$ cat src/rtl/wb_stage.sv
// ---------------------------------------------------------------------------
// wb_stage -- registered write-back stage of the pipelined RV32 CPU.
//
// Sits between the MEM/WB boundary and the register file. It picks the
// write-back value (ALU, load data, PC+4 link, immediate). It holds a load
// until its data-memory response arrives. It publishes forwarding and hazard
// status, and it counts retired instructions.
//
// Optional feature: define WB_LOAD_ALIGN_EN to shift and extend sub-word loads
// (LB/LH/LBU/LHU) using the captured funct3/addr_lo. Without the macro the
// response word is written unaltered.
//
// Ports
//   clk, rstn            clock (rising edge), async active-low reset
//   in_valid/in_ready    MEM-stage handshake; in_ready depends on state only
//   in_regwrite, in_rd   destination write enable / index
//   in_wdsel             00 ALU, 01 MEM, 10 PC link, 11 IMM
//   in_aluout/imm/pc     candidate write-back sources
//   in_funct3/addr_lo    load type and byte offset (used with WB_LOAD_ALIGN_EN)
//   mem_rvalid/rdata     data-memory response
//   flush                squash an uncommitted entry
//   rf_we/waddr/wdata    register-file write port (registered)
//   fwd_valid/rd/data    committing value for forwarding
//   fwd_pending          load outstanding for fwd_rd
//   retired              committed-instruction count (wraps)
// ---------------------------------------------------------------------------
module wb_stage #(
    parameter int XLEN = 32,
    parameter int REGW = 5,
    parameter int CNTW = 32
) (
    input  logic            clk,
    input  logic            rstn,
    input  logic            in_valid,
    output logic            in_ready,
    input  logic            in_regwrite,
    input  logic [REGW-1:0] in_rd,
    input  logic [1:0]      in_wdsel,
    input  logic [XLEN-1:0] in_aluout,
    input  logic [XLEN-1:0] in_imm,
    input  logic [XLEN-1:0] in_pc,
    input  logic [2:0]      in_funct3,
    input  logic [1:0]      in_addr_lo,
    input  logic            mem_rvalid,
    input  logic [XLEN-1:0] mem_rdata,
    input  logic            flush,
    output logic            rf_we,
    output logic [REGW-1:0] rf_waddr,
    output logic [XLEN-1:0] rf_wdata,
    output logic            fwd_valid,
    output logic [REGW-1:0] fwd_rd,
    output logic [XLEN-1:0] fwd_data,
    output logic            fwd_pending,
    output logic [CNTW-1:0] retired
);

    typedef enum logic [1:0] {IDLE, WAIT_MEM, COMMIT, DRAIN} state_e;

    state_e          state_q, state_d;
    logic            regwrite_q, regwrite_d;
    logic            rf_we_q, rf_we_d;
    logic [REGW-1:0] rf_waddr_q, rf_waddr_d;
    logic [XLEN-1:0] rf_wdata_q, rf_wdata_d;
    logic            fwd_pending_q, fwd_pending_d;
    logic [CNTW-1:0] retired_q, retired_d;

    logic            accept;
    logic [XLEN-1:0] sel_data;
    logic [XLEN-1:0] load_data;

    assign in_ready = (state_q == IDLE) || (state_q == COMMIT);
    assign accept   = in_valid && in_ready && !flush;

    always_comb begin
        case (in_wdsel)
            2'b10:   sel_data = in_pc + XLEN'(4);
            2'b11:   sel_data = in_imm;
            default: sel_data = in_aluout;
        endcase
    end

`ifdef WB_LOAD_ALIGN_EN
    logic [2:0]      funct3_q;
    logic [1:0]      addr_lo_q;
    logic [XLEN-1:0] shifted;
    logic            unused_shift_hi;

    always_comb begin
        shifted   = mem_rdata >> {addr_lo_q, 3'b000};
        load_data = mem_rdata;
        case (funct3_q)
            3'b000: load_data = {{(XLEN-8){shifted[7]}}, shifted[7:0]};
            3'b100: load_data = {{(XLEN-8){1'b0}}, shifted[7:0]};
            // A halfword at offset 3 straddles the word; leave it raw.
            3'b001: if (addr_lo_q != 2'b11)
                        load_data = {{(XLEN-16){shifted[15]}}, shifted[15:0]};
            3'b101: if (addr_lo_q != 2'b11)
                        load_data = {{(XLEN-16){1'b0}}, shifted[15:0]};
            default: load_data = mem_rdata;
        endcase
    end
    assign unused_shift_hi = ^shifted[XLEN-1:16];

    always_ff @(posedge clk or negedge rstn) begin
        if (!rstn) begin
            funct3_q  <= 3'b000;
            addr_lo_q <= 2'b00;
        end else if (accept) begin
            funct3_q  <= in_funct3;
            addr_lo_q <= in_addr_lo;
        end
    end
`else
    logic unused_load_fields;
    assign load_data          = mem_rdata;
    assign unused_load_fields = ^{in_funct3, in_addr_lo};
`endif

    always_comb begin
        state_d    = state_q;
        regwrite_d = regwrite_q;
        rf_we_d    = 1'b0;
        rf_waddr_d = rf_waddr_q;
        rf_wdata_d = rf_wdata_q;
        // COMMIT lasts exactly one cycle, so count it on the way out.
        retired_d  = retired_q + CNTW'(state_q == COMMIT);
        case (state_q)
            IDLE, COMMIT: begin
                state_d = IDLE;
                if (accept) begin
                    regwrite_d = in_regwrite;
                    rf_waddr_d = in_rd;
                    if (in_wdsel == 2'b01) begin
                        state_d = WAIT_MEM;
                    end else begin
                        state_d    = COMMIT;
                        rf_we_d    = in_regwrite && (in_rd != '0);
                        rf_wdata_d = sel_data;
                    end
                end
            end
            WAIT_MEM: begin
                // A flush racing the response drops the response with it;
                // otherwise one response is still owed and must be swallowed.
                if (flush) begin
                    state_d = mem_rvalid ? IDLE : DRAIN;
                end else if (mem_rvalid) begin
                    state_d    = COMMIT;
                    rf_we_d    = regwrite_q && (rf_waddr_q != '0);
                    rf_wdata_d = load_data;
                end
            end
            DRAIN: begin
                if (mem_rvalid) state_d = IDLE;
            end
            default: state_d = IDLE;
        endcase
        fwd_pending_d = (state_d == WAIT_MEM) && regwrite_d && (rf_waddr_d != '0);
    end

    always_ff @(posedge clk or negedge rstn) begin
        if (!rstn) begin
            state_q       <= IDLE;
            regwrite_q    <= 1'b0;
            rf_we_q       <= 1'b0;
            rf_waddr_q    <= '0;
            rf_wdata_q    <= '0;
            fwd_pending_q <= 1'b0;
            retired_q     <= '0;
        end else begin
            state_q       <= state_d;
            regwrite_q    <= regwrite_d;
            rf_we_q       <= rf_we_d;
            rf_waddr_q    <= rf_waddr_d;
            rf_wdata_q    <= rf_wdata_d;
            fwd_pending_q <= fwd_pending_d;
            retired_q     <= retired_d;
        end
    end

    assign rf_we       = rf_we_q;
    assign rf_waddr    = rf_waddr_q;
    assign rf_wdata    = rf_wdata_q;
    assign fwd_valid   = rf_we_q;
    assign fwd_rd      = rf_waddr_q;
    assign fwd_data    = rf_wdata_q;
    assign fwd_pending = fwd_pending_q;
    assign retired     = retired_q;

endmodule

$ cat config.mk
export PLATFORM = sky130hd
export DESIGN_NAME = wb_stage
export DESIGN_NICKNAME = d
export VERILOG_FILES = /design/src/rtl/wb_stage.sv
export SDC_FILE = /design/constraint.sdc
export NUM_CORES = 1
export LEC_CHECK = 0
export ABC_AREA = 1
export ABC_CLOCK_PERIOD_IN_PS = 1800
export CAP_MARGIN = 0
export CORE_ASPECT_RATIO = 0.6
export CORE_MARGIN = 10
export CORE_UTILIZATION = 37
export DETAILED_ROUTE_END_ITERATION = 10
export GPL_TIMING_DRIVEN = 0
export PLACE_DENSITY = 0.77
export SETUP_SLACK_MARGIN = 0.2
export SLEW_MARGIN = 20
export SYNTH_ARGS = -nofsm -noshare
export SYNTH_HDL_FRONTEND = slang
export SYNTH_SLANG_ARGS = --single-unit
$ cat constraint.sdc
create_clock -name clk -period 1.8 [get_ports clk]
set_input_delay 0.18 -clock clk [delete_from_list [all_inputs] [get_ports clk]]
set_output_delay 0.18 -clock clk [all_outputs]
set_load 0.01 [all_outputs]
### Word-level counts from Yosys, hierarchy flattened

Index checks and enable logic that the tools add are counted.

| operators by class | value |
|---|---|
| equality and inequality tests | 11 |
| add/subtract/negate cells | 2 |
| multiplexer cells | 22 |
| reduce and logical (&&, ||, !) cells | 15 |

Operator list:

| kind | count |
|---|---|
| 32-bit two-way mux | 4 |
| 32-bit one-hot mux with 2 select lines | 2 |
| 32-bit by 1-bit adder with 32-bit output | 1 |
| 32-bit by 3-bit adder with 32-bit output (second input constant) | 1 |
| 5-bit nonzero test | 3 |
| 2-bit two-way mux | 6 |
| 5-bit two-way mux | 2 |
| 2-bit equality test (second input constant) | 4 |
| 2-bit != test (second input constant) | 4 |
| 2-bit by 1-bit equality test with 1-bit output (second input constant) | 3 |
| 1-bit logical AND | 6 |
| 1-bit two-way mux | 6 |
| 2-bit one-hot mux with 3 select lines | 1 |
| 5-bit AND reduction | 1 |
| 2-bit zero test | 1 |
| 1-bit one-hot mux with 2 select lines | 1 |
| 2-bit nonzero test | 1 |
| 2-bit OR reduction | 1 |
| 1-bit zero test | 1 |
| 1-bit logical OR | 1 |

| word-level totals | value |
|---|---|
| bits of input ports | 146 |
| logic and storage cells | 57 |
| register bits | 74 |
| output and inout bits | 110 |

### Depth between registers and ports, before layout

Gate-level depths: netlist of the first run.

| logic depth | value |
|---|---|
| word-level depth | 9 |
| gate-level depth with buffers | 12 |

### Worst setup path after synthesis of the first run

OpenSTA, ideal clock, no wires.

| timing path | value |
|---|---|
| path type | register to register |
| from | register state_q[0] |
| to | register retired_q[24] (netlist: retired[24]) |
| data required time | 1674 ps |
| cell stages (with the launch flop) | 10 |
| setup time | 126 ps |
| path buffers | 0 |
| setup slack | -75 ps |
| arrival | 1748 ps |
| path through | dfrtp_1 nor2_1 ha_1 ha_1 nand2_1 nor3_2 inv_1 nor2_1 nand4_1 xnor2_1 |

| on the way | value |
|---|---|
| word-level cells in the longest chain between the ends | 2 |

Ends and longest elaborated chain:

| element | RTL line | source |
|---|---|---|
| from (decl) | 59 | `state_e state_q, state_d;` |
| from (signal assigned) | 171 | `state_q <= state_d;` |
| 2-bit equality test | 126 | `retired_d = retired_q + CNTW'(state_q == COMMIT);` |
| 32-bit by 1-bit adder with 32-bit output | 126 |  |
| net retired_d[24] | 65 | `logic [CNTW-1:0] retired_q, retired_d;` |
| to (signal assigned) | 177 | `retired_q <= retired_d;` |
| to (decl) | 65 |  |

The timed path passes the listed nets, and every way through them passes these cells.
A chain may end at the register's enable or synchronous reset.

### Worst setup path in the final report of the first run

Same ends and word-level chain as after synthesis.

==> summary.md, run 1 <==
| Metric | Value |
|---|---|
| Result of the run | `finished, violations left` |
| Violated checks | `negative setup slack` |
| Hold WC Path Type | `primary input to flop` |
| Antenna violation net count after detailed routing | `0` |
| Fin crit period | `1.82 ns` |
| Net load switching power | `2550 uW` |
| Setup TNS after final layout | `-0.0206 ns` |
| Most common cell after layout, fill and taps aside | `clkdlybuf4s50_1` |
| Global Route met1 Usage | `0.340` |
| Transition time at the pin with the least slew margin | `around 0.7 ns` |
| Final hold violation count | `0` |
| Gr busiest metal | `met2` |
| Final count of negative-setup-slack endpoints | `1` |
| Post-CTS clock slew at the launch and capture registers of the worst setup and hold paths | `0.07 ns` |
| Initial antenna violation count | `0` |
| Layout area overhead | `90.0%` |
| Site Rows | `33` |
| Power share of the clock group | `0.261` |
| Layout Cells excl Fill | `1267` |
| IR Drop Worst-Case VDD | `0.490 mV` |
| Number of buffers created by CTS | `9` |
| Layout Cell Area excl Fill | `0.00987 sq mm` |
| Ys flop type | `dfrtp_1` |
| Detailed Routing Iterations Pass 1 | `5` |
| Number of DRC markers after the initial detailed-route iteration | `598` |
| Core region area | `0.0137 sq mm` |
| Largest net degree at the start of global routing | `50` |
| Routed via count | `6577` |
| Post-Place Cell Area | `about 0.0080 sq mm` |
| Total congestion overflow | `0` |
| Root buffer cell | `clkbuf_16` |
| Minimum setup slack after placement | `-0.447 ns` |
| Cell with the largest stage delay on the worst path | `dfrtp_2` |
| Portion of the post-synthesis area used by sequential elements | `0.357` |
| Yosys Warn Count | `0` |
| Insertion delay to the later sink of the worst-skew pair | `0.34 ns` |
| Final #Nets | `about 1200` |
| Cell type with the highest aggregate area in the netlist | `dfrtp_1` |
| Fmax | `549 MHz` |
| Setup clock skew after layout | `between 0.009 and 0.01 ns` |
| Fillers | `approximately 1100` |
| Share of flip-flops with an asynchronous set or reset | `1.00` |
| Die X | `173 microns` |
| Gate count of the mapped netlist | `736` |
| Max-slew headroom at the worst pin | `0.532` |
| CP Cell Sequence | `nor2_4, ha_4, ha_4, nand2_4, nor3_4, inv_4, nor2_4, nand4_1, xnor2_1` |
| Met3 GRT Util | `0.0854` |
| Internal Power | `roughly 5100 uW` |
| Class of the most critical setup path | `flop to flop` |
| Last weighted congestion value of the routability-driven placer | `roughly 0.98` |
| WP data required | `2.02 ns` |
| CTS tree | `done` |
| Port bufs | `250` |
| Synthesized area | `0.00519 sq mm` |
| Number of pins exceeding their max-slew limit in the final report | `0` |
| Arr. time, crit path | `2.04 ns` |
| Number of nets produced by synthesis | `885` |
| Global-route wire length before repair | `37.6 mm` |
| Total routing usage reported by global routing | `0.247` |
| Mean post-synth cell area | `7.06 sq um` |
| Crit share post-route | `1.01` |
| Average via count per standard cell | `around 5.2` |
| Htree depth | `3` |
| Switching part of the total | `0.333` |
| Max incr delay on CP | `0.43 ns` |
| DIE HEIGHT | `112 microns` |
| Routed wire length per instance | `20.9 microns` |
| Share of cells above drive strength 1 | `0.293` |
| Routed wire length | `26.4 mm` |
| Clock Sink Count | `74` |
| Met2 GRT Util | `0.373` |
| Number of buffers on the longest clock path | `2` |
| N_diodes | `0` |
| Number of synthesized register bits | `74` |
| Top-area cell type share of the netlist area | `0.357` |
| Top library cells by usage in the layout, fill and taps aside | `clkdlybuf4s50_1 (217), nand2_1 (185), buf_4 (100)` |
| I/O pin cnt | `256` |
| Leakage dissipation | `0.00464 uW` |
| Distinct cell type count after synthesis | `40` |
| Setup repair after global routing missed its margin | `true` |
| Number of enable flip-flop cells after synthesis | `0` |
| Critical path launch point type | `flop` |
| Maximum net fanout on the critical path | `4` |
| Largest cells by area after synthesis | `dfrtp_1 (36%), nand2_1 (16%), nor2_1 (6.2%)` |
| Share of total power in sequential cells | `0.301` |
| Power Density | `778 mW/mm^2` |
| Number of max-cap violations | `0` |
| Number of remaining DRC errors | `0` |
| Minimum setup slack in the final design | `-0.0206 ns` |
| Element type at the critical path end | `flop` |
| Effective utilization at floorplan | `0.379` |
| Cells after DPL | `1179` |
| Power share of the combinational group | `0.438` |
| Half-perimeter wire length of the detailed placement result | `around 19 mm` |
| Die outline area | `0.0193 sq mm` |
| Number of global-route vias before repair | `6199` |
[worst max-delay path, delay by kind of cell, from the launching register on]
family | cells | cell delay, ns
and+or+nand+nor | 5 | 0.67
DFF | 1 | 0.43
adders and majority gates | 2 | 0.35
xor gates and xnor gates | 1 | 0.15
buffers and inverters | 1 | 0.09
[through the flow]
step                      hold WS (ns)  total power, uW   util
final                            0.311             7680  0.720
after detailed placement         0.138             5080  0.583
after floorplan                 -0.116             3350      -
after global placement           0.461             5050  0.581
after global routing             0.339             8020  0.720
after CTS                        0.342             7350  0.671
[final cells by class]
class | instances | area, sq um | share of cell area
plain buffers | 60 | 504 | 0.0511
clock buffers | 10 | 229 | 0.0232
clock inverters | 6 | 90.1 | 0.00913
inverters | 57 | 233 | 0.0236
multi-input cells | 545 | 3450 | 0.349
flip-flops and latches | 74 | 1870 | 0.189
well taps | 192 | 240 | 0.0243
repair buffers | 323 | 3260 | 0.330
[logic make-up after synthesis]
logic type                 count (synthesis)  synth area share
and+or+nand+nor                          431             0.360
adders and majority gates                  3           0.00723
DFF                                       74             0.357
AOI/OAI and AO/OA                         79             0.102
xor gates and xnor gates                  32            0.0540
buffers and inverters                    117             0.120
[registers in the layout, summed over array words and instances, names as in the netlist]
| name | cells |
|---|---|
| fwd_rd | 5 |
| fwd_pending | 1 |
| state_q | 2 |
| regwrite_q | 1 |
| retired | 32 |
| fwd_data | 32 |
| fwd_valid | 1 |
[per-layer routing]
layer	part of all wire	vias up
li1	-	3056
met2	0.45	365
met5	0	-
met4	0.011	0
met1	0.43	3131
met3	0.10	25
[cell usage after synthesis, types with 2 or more instances]
cell type,instances
nor3_2,2
o21ai_1,13
nor2_2,5
o21bai_1,3
nand4_1,24
ha_1,3
buf_4,38
dfrtp_1,74
nand2_2,3
o21ai_0,16
nor2_1,86
o21a_1,3
a221oi_1,16
nor2_4,4
a22o_1,3
o211ai_1,5
buf_6,4
or2_2,4
inv_2,5
nand2_1,227
a21oi_2,3
a21oi_1,9
xnor2_1,8
inv_1,52
a211oi_1,2
xor2_1,24
nor4_1,7
nand3_2,2
nand3_1,45
buf_2,8
nor3_1,19
a31oi_1,2
clkbuf_1,10
[worst paths after layout]
kind                        startpoint            to  slack [ns]  cells after the start
min                          in_pc[12]  fwd_data[12]        0.31                      4
max                         state_q[0]   retired[24]       -0.02                      9
max in group asynchronous         rstn  fwd_data[25]        0.87                      3
min reg2reg                retired[31]   retired[31]        0.48                      1
min in group asynchronous         rstn     fwd_rd[0]        0.33                      2
max reg2reg                 state_q[0]   retired[24]       -0.02                      9
[power by group through the flow]
| stage | registers, uW | clock network (uW) | logic [uW] |
|---|---|---|---|
| CTS | 2280 | 2010 | 3060 |
| global route | 2350 | 2090 | 3580 |
| finish | 2310 | 2000 | 3360 |
| detailed placement | 2280 | 0 | 2800 |
| floorplan | 2340 | 0 | 1010 |
| global placement | 2280 | 0 | 2770 |
[repair_timing]
item                                    CTS  global route
setup buffers                            35            29
gates resized for setup                 129           150
hold buffers                              1             0
gates cloned                              5             2
endpoints found under the setup margin   60            74
hold endpoints to repair                 25             0
pin swaps                                38            51
Note: power is estimated with default switching activity, not from simulation.
==> inputs of run 2 (changes only) <==
- HOLD_SLACK_MARGIN: not set -> 0.15
==> results of run 2 <==
The final DEF is identical to that of run 1; final timing and power are the same.
